File: src/rtl/lcd_pkg.sv
// Shared HD44780 bus definitions: read-mode encodings, controller timing, FSM states.
package lcd_pkg;

  localparam logic [1:0] MODO_STATUS = 2'b00;
  localparam logic [1:0] MODO_DADO   = 2'b01;
  localparam logic [1:0] MODO_ESPERA = 2'b10;

  // Controller minimums in ns; cycle counts are derived from these at 50 MHz
  localparam int CLK_PERIODO_NS = 20;
  localparam int T_AS_NS        = 40;
  localparam int T_EH_NS        = 230;
  localparam int T_CICLO_NS     = 500;

  typedef enum logic [2:0] {
    OCIOSO,
    PREP,
    EN_ALTO,
    EN_BAIXO,
    CICLO,
    VERIFICA,
    FIM
  } estado_t;

  // Mode 11 has no meaning of its own and behaves as a plain status read
  function automatic logic [1:0] modo_norm(input logic [1:0] m);
    return (m == 2'b11) ? MODO_STATUS : m;
  endfunction

endpackage

File: src/rtl/lcd_leitor_status_if.sv
// Request/result and LCD read-path signals of the status reader.
interface lcd_leitor_status_if;
  logic       req;
  logic [1:0] modo;
  logic       pronto;
  logic       feito;
  logic [7:0] dado_lido;
  logic       busy_flag;
  logic [6:0] end_cont;
  logic       timeout;
  logic [7:0] lcd_data_in;
  logic       lcd_rs;
  logic       lcd_rw;
  logic       lcd_en;
  logic       lcd_ativo;

  modport master (
    output req, modo, lcd_data_in,
    input  pronto, feito, dado_lido, busy_flag, end_cont, timeout,
    input  lcd_rs, lcd_rw, lcd_en, lcd_ativo
  );

  modport slave (
    input  req, modo, lcd_data_in,
    output pronto, feito, dado_lido, busy_flag, end_cont, timeout,
    output lcd_rs, lcd_rw, lcd_en, lcd_ativo
  );
endinterface

File: src/rtl/lcd_ciclo_leitura.sv
// One HD44780 read strobe: setup, EN high (sample on last cycle), EN low recovery.
// RS/RW/ATIVO are taken on start and held until soltar, so polls keep the bus.
module lcd_ciclo_leitura
  import lcd_pkg::*;
#(
  parameter int T_AS_CYC = 3,
  parameter int T_EH_CYC = 12,
  parameter int T_EL_CYC = 15
) (
  input  logic       clk,
  input  logic       rst,
  input  logic       start,
  input  logic       rs,
  input  logic       soltar,
  input  logic [7:0] lcd_data_in,
  output logic       lcd_rs,
  output logic       lcd_rw,
  output logic       lcd_en,
  output logic       lcd_ativo,
  output logic [7:0] dado,
  output logic       amostra,
  output logic       fim
);

  localparam logic [7:0] AS_ULT = 8'(T_AS_CYC - 1);
  localparam logic [7:0] EH_ULT = 8'(T_EH_CYC - 1);
  localparam logic [7:0] EL_ULT = 8'(T_EL_CYC - 1);

  estado_t    estado, estado_prox;
  logic [7:0] cnt, cnt_prox;

  always_ff @(posedge clk or posedge rst) begin
    if (rst) begin
      estado <= OCIOSO;
      cnt    <= 8'd0;
      lcd_en <= 1'b0;
    end else begin
      estado <= estado_prox;
      cnt    <= cnt_prox;
      // EN comes straight from a flop so the strobe never glitches
      lcd_en <= (estado_prox == EN_ALTO);
    end
  end

  always_comb begin
    estado_prox = estado;
    cnt_prox    = cnt + 8'd1;
    amostra     = 1'b0;
    fim         = 1'b0;
    case (estado)
      OCIOSO: begin
        cnt_prox = 8'd0;
        if (start) estado_prox = PREP;
      end
      PREP: begin
        if (cnt == AS_ULT) begin
          estado_prox = EN_ALTO;
          cnt_prox    = 8'd0;
        end
      end
      EN_ALTO: begin
        if (cnt == EH_ULT) begin
          amostra     = 1'b1;
          estado_prox = EN_BAIXO;
          cnt_prox    = 8'd0;
        end
      end
      EN_BAIXO: begin
        if (cnt == EL_ULT) begin
          fim         = 1'b1;
          estado_prox = OCIOSO;
          cnt_prox    = 8'd0;
        end
      end
      default: begin
        estado_prox = OCIOSO;
        cnt_prox    = 8'd0;
      end
    endcase
  end

  always_ff @(posedge clk or posedge rst) begin
    if (rst) begin
      lcd_rs    <= 1'b0;
      lcd_rw    <= 1'b0;
      lcd_ativo <= 1'b0;
    end else if (start) begin
      lcd_rs    <= rs;
      lcd_rw    <= 1'b1;
      lcd_ativo <= 1'b1;
    end else if (soltar) begin
      lcd_rs    <= 1'b0;
      lcd_rw    <= 1'b0;
      lcd_ativo <= 1'b0;
    end
  end

  always_ff @(posedge clk or posedge rst) begin
    if (rst)          dado <= 8'h00;
    else if (amostra) dado <= lcd_data_in;
  end

endmodule

File: src/rtl/lcd_leitor_status.sv
// HD44780 reader: status read, data read, or poll status until not busy / POLL_MAX reads.
module lcd_leitor_status
  import lcd_pkg::*;
#(
  parameter int T_AS_CYC = 3,
  parameter int T_EH_CYC = 12,
  parameter int T_EL_CYC = 15,
  parameter int POLL_MAX = 50000
) (
  input  logic                 clk,
  input  logic                 rst,
  lcd_leitor_status_if.slave   bus
);

  localparam logic [15:0] POLL_LIM = 16'(POLL_MAX);

  estado_t     estado, estado_prox;
  logic [1:0]  modo_q, modo_prox;
  logic [15:0] polls_q, polls_prox;
  logic        timeout_q, timeout_prox;
  logic        busy_q;
  logic [6:0]  end_q;
  logic        start, rs_sel, soltar, amostra, fim;

  lcd_ciclo_leitura #(
    .T_AS_CYC (T_AS_CYC),
    .T_EH_CYC (T_EH_CYC),
    .T_EL_CYC (T_EL_CYC)
  ) u_ciclo (
    .clk         (clk),
    .rst         (rst),
    .start       (start),
    .rs          (rs_sel),
    .soltar      (soltar),
    .lcd_data_in (bus.lcd_data_in),
    .lcd_rs      (bus.lcd_rs),
    .lcd_rw      (bus.lcd_rw),
    .lcd_en      (bus.lcd_en),
    .lcd_ativo   (bus.lcd_ativo),
    .dado        (bus.dado_lido),
    .amostra     (amostra),
    .fim         (fim)
  );

  always_ff @(posedge clk or posedge rst) begin
    if (rst) begin
      estado    <= OCIOSO;
      modo_q    <= MODO_STATUS;
      polls_q   <= 16'd0;
      timeout_q <= 1'b0;
    end else begin
      estado    <= estado_prox;
      modo_q    <= modo_prox;
      polls_q   <= polls_prox;
      timeout_q <= timeout_prox;
    end
  end

  // Data reads leave the last status snapshot untouched
  always_ff @(posedge clk or posedge rst) begin
    if (rst) begin
      busy_q <= 1'b0;
      end_q  <= 7'd0;
    end else if (amostra && (modo_q != MODO_DADO)) begin
      busy_q <= bus.lcd_data_in[7];
      end_q  <= bus.lcd_data_in[6:0];
    end
  end

  always_comb begin
    estado_prox  = estado;
    modo_prox    = modo_q;
    polls_prox   = polls_q;
    timeout_prox = timeout_q;
    start        = 1'b0;
    soltar       = 1'b0;
    rs_sel       = (modo_q == MODO_DADO);
    bus.pronto   = 1'b0;
    bus.feito    = 1'b0;
    case (estado)
      OCIOSO: begin
        bus.pronto = 1'b1;
        rs_sel     = (modo_norm(bus.modo) == MODO_DADO);
        if (bus.req) begin
          start        = 1'b1;
          modo_prox    = modo_norm(bus.modo);
          polls_prox   = 16'd0;
          timeout_prox = 1'b0;
          estado_prox  = CICLO;
        end
      end
      CICLO: begin
        if (fim) estado_prox = VERIFICA;
      end
      VERIFICA: begin
        if ((modo_q != MODO_ESPERA) || !busy_q) begin
          soltar      = 1'b1;
          estado_prox = FIM;
        end else begin
          if (polls_q < POLL_LIM) polls_prox = polls_q + 16'd1;
          if (polls_prox == POLL_LIM) begin
            timeout_prox = 1'b1;
            soltar       = 1'b1;
            estado_prox  = FIM;
          end else begin
            start       = 1'b1;
            estado_prox = CICLO;
          end
        end
      end
      FIM: begin
        bus.feito   = 1'b1;
        estado_prox = OCIOSO;
      end
      default: estado_prox = OCIOSO;
    endcase
  end

  assign bus.busy_flag = busy_q;
  assign bus.end_cont  = end_q;
  assign bus.timeout   = timeout_q;

endmodule

File: src/flat_wrapper.sv
// flat-port wrapper written by rule: the top's interface ports become plain ports
module lcd_leitor_status_flat import lcd_pkg::*;
#(
  parameter int T_AS_CYC = 3,
  parameter int T_EH_CYC = 12,
  parameter int T_EL_CYC = 15,
  parameter int POLL_MAX = 50000
)
  (clk, rst, bus_req, bus_modo, bus_lcd_data_in, bus_pronto, bus_feito, bus_dado_lido, bus_busy_flag, bus_end_cont, bus_timeout, bus_lcd_rs, bus_lcd_rw, bus_lcd_en, bus_lcd_ativo);
  lcd_leitor_status_if bus_i ();
  input  logic clk;
  input  logic rst;
  input wire logic [$bits(bus_i.req)-1:0] bus_req;
  input wire logic [$bits(bus_i.modo)-1:0] bus_modo;
  input wire logic [$bits(bus_i.lcd_data_in)-1:0] bus_lcd_data_in;
  output wire logic [$bits(bus_i.pronto)-1:0] bus_pronto;
  output wire logic [$bits(bus_i.feito)-1:0] bus_feito;
  output wire logic [$bits(bus_i.dado_lido)-1:0] bus_dado_lido;
  output wire logic [$bits(bus_i.busy_flag)-1:0] bus_busy_flag;
  output wire logic [$bits(bus_i.end_cont)-1:0] bus_end_cont;
  output wire logic [$bits(bus_i.timeout)-1:0] bus_timeout;
  output wire logic [$bits(bus_i.lcd_rs)-1:0] bus_lcd_rs;
  output wire logic [$bits(bus_i.lcd_rw)-1:0] bus_lcd_rw;
  output wire logic [$bits(bus_i.lcd_en)-1:0] bus_lcd_en;
  output wire logic [$bits(bus_i.lcd_ativo)-1:0] bus_lcd_ativo;
  assign bus_i.req = bus_req;
  assign bus_i.modo = bus_modo;
  assign bus_i.lcd_data_in = bus_lcd_data_in;
  assign bus_pronto = bus_i.pronto;
  assign bus_feito = bus_i.feito;
  assign bus_dado_lido = bus_i.dado_lido;
  assign bus_busy_flag = bus_i.busy_flag;
  assign bus_end_cont = bus_i.end_cont;
  assign bus_timeout = bus_i.timeout;
  assign bus_lcd_rs = bus_i.lcd_rs;
  assign bus_lcd_rw = bus_i.lcd_rw;
  assign bus_lcd_en = bus_i.lcd_en;
  assign bus_lcd_ativo = bus_i.lcd_ativo;
  lcd_leitor_status #(.T_AS_CYC(T_AS_CYC), .T_EH_CYC(T_EH_CYC), .T_EL_CYC(T_EL_CYC), .POLL_MAX(POLL_MAX)) u_core (.clk(clk), .rst(rst), .bus(bus_i));
endmodule
File: config.mk
export PLATFORM = sky130hd
export DESIGN_NAME = lcd_leitor_status_flat
export DESIGN_NICKNAME = d
export VERILOG_FILES = /design/src/rtl/lcd_pkg.sv /design/src/rtl/lcd_leitor_status_if.sv /design/src/rtl/lcd_ciclo_leitura.sv /design/src/rtl/lcd_leitor_status.sv /design/src/flat_wrapper.sv
export SDC_FILE = /design/constraint.sdc
export NUM_CORES = 1
export LEC_CHECK = 0
export ABC_AREA = 0
export CAP_MARGIN = 10
export CORE_ASPECT_RATIO = 2
export CORE_MARGIN = 3
export CORE_UTILIZATION = 60
export DETAILED_ROUTE_END_ITERATION = 10
export GPL_TIMING_DRIVEN = 0
export PLACE_DENSITY = 0.94
export SLEW_MARGIN = 15
export SYNTH_ARGS = -nofsm -noshare
export SYNTH_HDL_FRONTEND = slang
export SYNTH_HIERARCHICAL = 1
export SYNTH_SLANG_ARGS = --single-unit
File: constraint.sdc
create_clock -name clk -period 6.7 [get_ports clk]
set_input_delay 1.34 -clock clk [delete_from_list [all_inputs] [get_ports clk]]
set_output_delay 1.34 -clock clk [all_outputs]
set_load 0.03 [all_outputs]
==> insert_results.sql <==
INSERT INTO impl_metrics (metric_group, metric, value, unit) VALUES
('cts', 'path_clk_slew', '90', 'ps'),
('floorplanning', 'die_h', '105', 'µm'),
('cts', 'postCtsResizedCells', '0', ''),
('cts', 'tritoncts', 'done', ''),
('worst_setup_path', 'critical-path-top-delay-family', 'buffers and inverters', ''),
('sta', 'fin_worst_skew', '11.1', 'ps'),
('run_status', 'run_status', 'finished, final reports clean', ''),
('grt', 'antenna_found_initial', '0', ''),
('job', 'cap_viol_max_count', '0', ''),
('worst_setup_path', 'start_kind', 'flip-flop', ''),
('synth', 'synth.cell_area', '2920', 'µm²'),
('cts', 'cts.sinks', '52', ''),
('detailed_routing', 'avgViaCountPerCell', '6.46', ''),
('pwr', 'combPwrFrac', '0.126', ''),
('synth', 'ys_seq_elements', '52', ''),
('grt', 'wire_length_of_the_first_global_routing_pass', '12.2', 'mm'),
('detailed_routing', 'drt_drc_violations_left', '0', ''),
('cts', 'clk_path_buf_depth', '2', ''),
('floorplanning', 'io-pin-count', '36', ''),
('floorplanning', 'fp-row-count', '35', ''),
('pwr', 'power.ir.vdd_worst', '0.000233', 'V'),
('pwr', 'power.net_switching', '163', 'µW'),
('worst_setup_path', 'crit_buf_inv', '1', ''),
('cts', 'cts_made_buffers', '5', ''),
('synth', 'synth-edff-count', '0', ''),
('placement', 'hpwl', '5.32', 'mm'),
('grt', 'grt-ovfl-total', '0', ''),
('cells_and_area', 'nNetsFinal', '343', ''),
('sta', 'tightest_slew', '851', 'ps'),
('hold_path', 'timing.hold.worst.start', 'u_core/estado[0]', ''),
('detailed_routing', 'routedWlPerCell', '19.2', 'µm'),
('worst_setup_path', 'path_cells', 'nor3_1 > clkdlybuf4s50_1', ''),
('grt', 'grt_pass1_vias', '2588', ''),
('placement', 'pre_cts_slack', '3580', 'ps'),
('detailed_routing', 'detailedRoute.firstPassIterationCount', '6', ''),
('worst_setup_path', 'setup.worst_path.class', 'reg2out', ''),
('floorplanning', 'start_util', '0.629', ''),
('sta', 'hold_violations', '0', ''),
('synth', 'synthDominantCellAreaShare', '0.446', ''),
('worst_setup_path', 'critPathCaptureType', 'primary output', ''),
('cts', 'cts_setup_buffers', '0', ''),
('cells_and_area', 'share_of_final_layout_standard_cells_stronger_than_drive_strength_1', '0.171', ''),
('synth', 'synth_seq_area_share', '0.446', ''),
('sta', 'max_clock_freq', '286', 'MHz'),
('cells_and_area', 'post_layout_nonfiller_instances', '383', ''),
('placement', 'globalplace.congestion', '0.939', ''),
('cells_and_area', 'layout.core_utilization', '0.742', ''),
('grt', 'gr-usage-all-layers', '0.264', ''),
('sta', 'report.final.slew_viol_count', '0', ''),
('synth', 'synthesized_nets', '301', ''),
('sta', 'timing.setup.tns', '0', 'ps'),
('synth', 'post_synth_main_area_contributors', 'sky130_fd_sc_hd__dfrtp_1 45%, sky130_fd_sc_hd__mux2_4 4.6%, sky130_fd_sc_hd__o21ai_0 4.3%', ''),
('sta', 'post-route-period-util', '0.522', ''),
('worst_setup_path', 'cp_data_arrival_time', '2160', 'ps'),
('sta', 'max_slew_margin', '0.432', ''),
('floorplanning', 'fp.dieW', '55.3', 'µm'),
('detailed_routing', 'final_antenna_net_count', '0', ''),
('pwr', 'switching_share', '0.255', ''),
('cts', 'cts-root-buf', 'sky130_fd_sc_hd__clkbuf_8', ''),
('floorplanning', 'die-area', '5790', 'µm²'),
('cts', 'postCtsHoldBufs', '0', ''),
('grt', 'grt_max_degree', '31', ''),
('worst_setup_path', 'critical_path.reg2reg.startpoint', 'u_core/polls_q[0]', ''),
('detailed_routing', 'dr.first_iter.drc_count', '78', ''),
('pwr', 'power_density_over_the_cells', '185', 'nW/µm²'),
('synth', 'post-synth-top-area-cell', 'sky130_fd_sc_hd__dfrtp_1', ''),
('placement', 'port-buffer-count', '35', ''),
('worst_setup_path', 'cp_slowest_cell', 'sky130_fd_sc_hd__clkdlybuf4s50_1', ''),
('sta', 'grt_setup_unrepaired', 'no', ''),
('synth', 'synthFlopType', 'sky130_fd_sc_hd__dfrtp_1', ''),
('worst_setup_path', 'critical_path.max_stage_delay', '800', 'ps');
==> final cells by class <==
cell class	count	area [µm²]
clock buffers	6	72.6
flip-flops and latches	52	1300
fillers	333	1200
repair buffers	35	350
inverters	10	37.5
clock inverters	2	35.0
well taps	55	68.8
multi-input cells	211	1510
plain buffers	12	72.6
==> path summary, 6_finish.rpt <==
| path | endpoint | slack [ps] | depth (start not counted) |
|---|---|---|---|
| worst min-delay path | u_core/estado[0] | 490 | 1 |
| worst max-delay path | bus_pronto | 3200 | 2 |
| min in group asynchronous | u_core/polls_q[14] | 1460 | 2 |
| worst max register to register | u_core/u_ciclo/lcd_en | 3920 | 10 |
| worst min register to register | u_core/estado[0] | 490 | 1 |
| max in group asynchronous | u_core/u_ciclo/lcd_rs | 4610 | 2 |
==> state kept, by name, summed over array words and instances, names as in the netlist <==
signal                    cells
u_core/bus.busy_flag          1
u_core/estado                 3
u_core/bus.end_cont           7
u_core/bus.timeout            1
u_core/polls_q               16
u_core/u_ciclo/estado         3
u_core/u_ciclo/lcd_ativo      1
u_core/u_ciclo/dado           8
u_core/u_ciclo/cnt            8
u_core/u_ciclo/lcd_rs         1
u_core/modo_q                 2
u_core/u_ciclo/lcd_en         1
==> layer usage <==
| metal | GRT usage | up-vias | share of wire |
|---|---|---|---|
| met4 | 0.167 | 0 | 0.061 |
| met5 | 0 | - | 0 |
| met3 | 0.0272 | 41 | 0.048 |
| met1 | 0.271 | 1185 | 0.34 |
| li1 | - | 1130 | - |
| met2 | 0.489 | 117 | 0.55 |
==> cell usage in the layout (no fill, tap or decap), types with 3 or more instances in the layout <==
cell type,n
sky130_fd_sc_hd__a21o_1,3
sky130_fd_sc_hd__a21oi_1,11
sky130_fd_sc_hd__a22o_1,3
sky130_fd_sc_hd__a31oi_1,4
sky130_fd_sc_hd__and2_1,4
sky130_fd_sc_hd__and3_1,7
sky130_fd_sc_hd__buf_2,4
sky130_fd_sc_hd__clkbuf_1,5
sky130_fd_sc_hd__clkbuf_8,5
sky130_fd_sc_hd__clkdlybuf4s50_1,35
sky130_fd_sc_hd__dfrtp_1,52
sky130_fd_sc_hd__ha_1,3
sky130_fd_sc_hd__inv_1,9
sky130_fd_sc_hd__mux2_2,8
sky130_fd_sc_hd__mux2_4,9
sky130_fd_sc_hd__nand2_1,23
sky130_fd_sc_hd__nand2b_1,8
sky130_fd_sc_hd__nand3_1,6
sky130_fd_sc_hd__nand4_1,7
sky130_fd_sc_hd__nor2_1,17
sky130_fd_sc_hd__nor3_1,5
sky130_fd_sc_hd__o21ai_0,25
sky130_fd_sc_hd__o21ai_1,3
sky130_fd_sc_hd__o31ai_1,3
sky130_fd_sc_hd__xnor2_1,3
sky130_fd_sc_hd__xor2_1,6
==> cells by family (layout without fill, tap and decap cells) <==
group,count (synthesis),after routing,synth area share
other,1,1,0.00129
adders and majority gates,3,3,0.0129
DFF,52,52,0.446
xor gates and xnor gates,9,9,0.0270
buffers and inverters,22,65,0.0377
muxes,18,18,0.0806
AOI/OAI and AO/OA,73,73,0.166
and+or+nand+nor,107,107,0.228
==> power groups by stage <==
stage	registers (µW)	logic (µW)	clock network (µW)
after floorplan	359	36.4	0
after global placement	350	77.3	0
after detailed placement	350	80.0	0
after CTS	344	80.9	217
after global routing	347	86.8	229
final	345	80.5	213
==> worst reg2reg max path: cells and delay by family (launching register included) <==
kind	cells	cell delay, ps
compound gates	5	1070
simple gates	4	850
fa+ha+maj	1	310
flops	1	500
==> synthesized netlist by cell type, types with 2 or more instances <==
library cell and instances:
sky130_fd_sc_hd__clkbuf_1 4, sky130_fd_sc_hd__buf_6 2, sky130_fd_sc_hd__a32o_1 2, sky130_fd_sc_hd__and3_1 7, sky130_fd_sc_hd__nand4_2 2, sky130_fd_sc_hd__o21ai_1 3
sky130_fd_sc_hd__a21o_1 3, sky130_fd_sc_hd__and2_1 4, sky130_fd_sc_hd__nor2_1 17, sky130_fd_sc_hd__ha_1 3, sky130_fd_sc_hd__mux2_2 8, sky130_fd_sc_hd__buf_4 2
sky130_fd_sc_hd__a21oi_1 11, sky130_fd_sc_hd__xnor2_1 3, sky130_fd_sc_hd__dfrtp_1 52, sky130_fd_sc_hd__nor3b_1 2, sky130_fd_sc_hd__a22o_1 3, sky130_fd_sc_hd__o31ai_1 3
sky130_fd_sc_hd__o22ai_1 2, sky130_fd_sc_hd__nor4b_1 2, sky130_fd_sc_hd__nand4_1 7, sky130_fd_sc_hd__nand2b_1 8, sky130_fd_sc_hd__mux2_4 9, sky130_fd_sc_hd__nor3_1 5
sky130_fd_sc_hd__buf_2 4, sky130_fd_sc_hd__a31oi_1 4, sky130_fd_sc_hd__inv_1 10, sky130_fd_sc_hd__o21ai_0 25, sky130_fd_sc_hd__nand2_1 23, sky130_fd_sc_hd__xor2_1 6
sky130_fd_sc_hd__nand3_1 6, sky130_fd_sc_hd__nor2_2 2, sky130_fd_sc_hd__nor3_2 2
==> stage by stage <==
stage / hold slack (ps) / instance area [µm²] / total power [µW]
global placement: 463 / 3340 / 427
finish: 489 / 3440 / 638
floorplan: 426 / 2920 / 396
CTS: 490 / 3440 / 642
global route: 518 / 3440 / 663
detailed placement: 478 / 3340 / 430
Power figures use the tool's default switching activity.
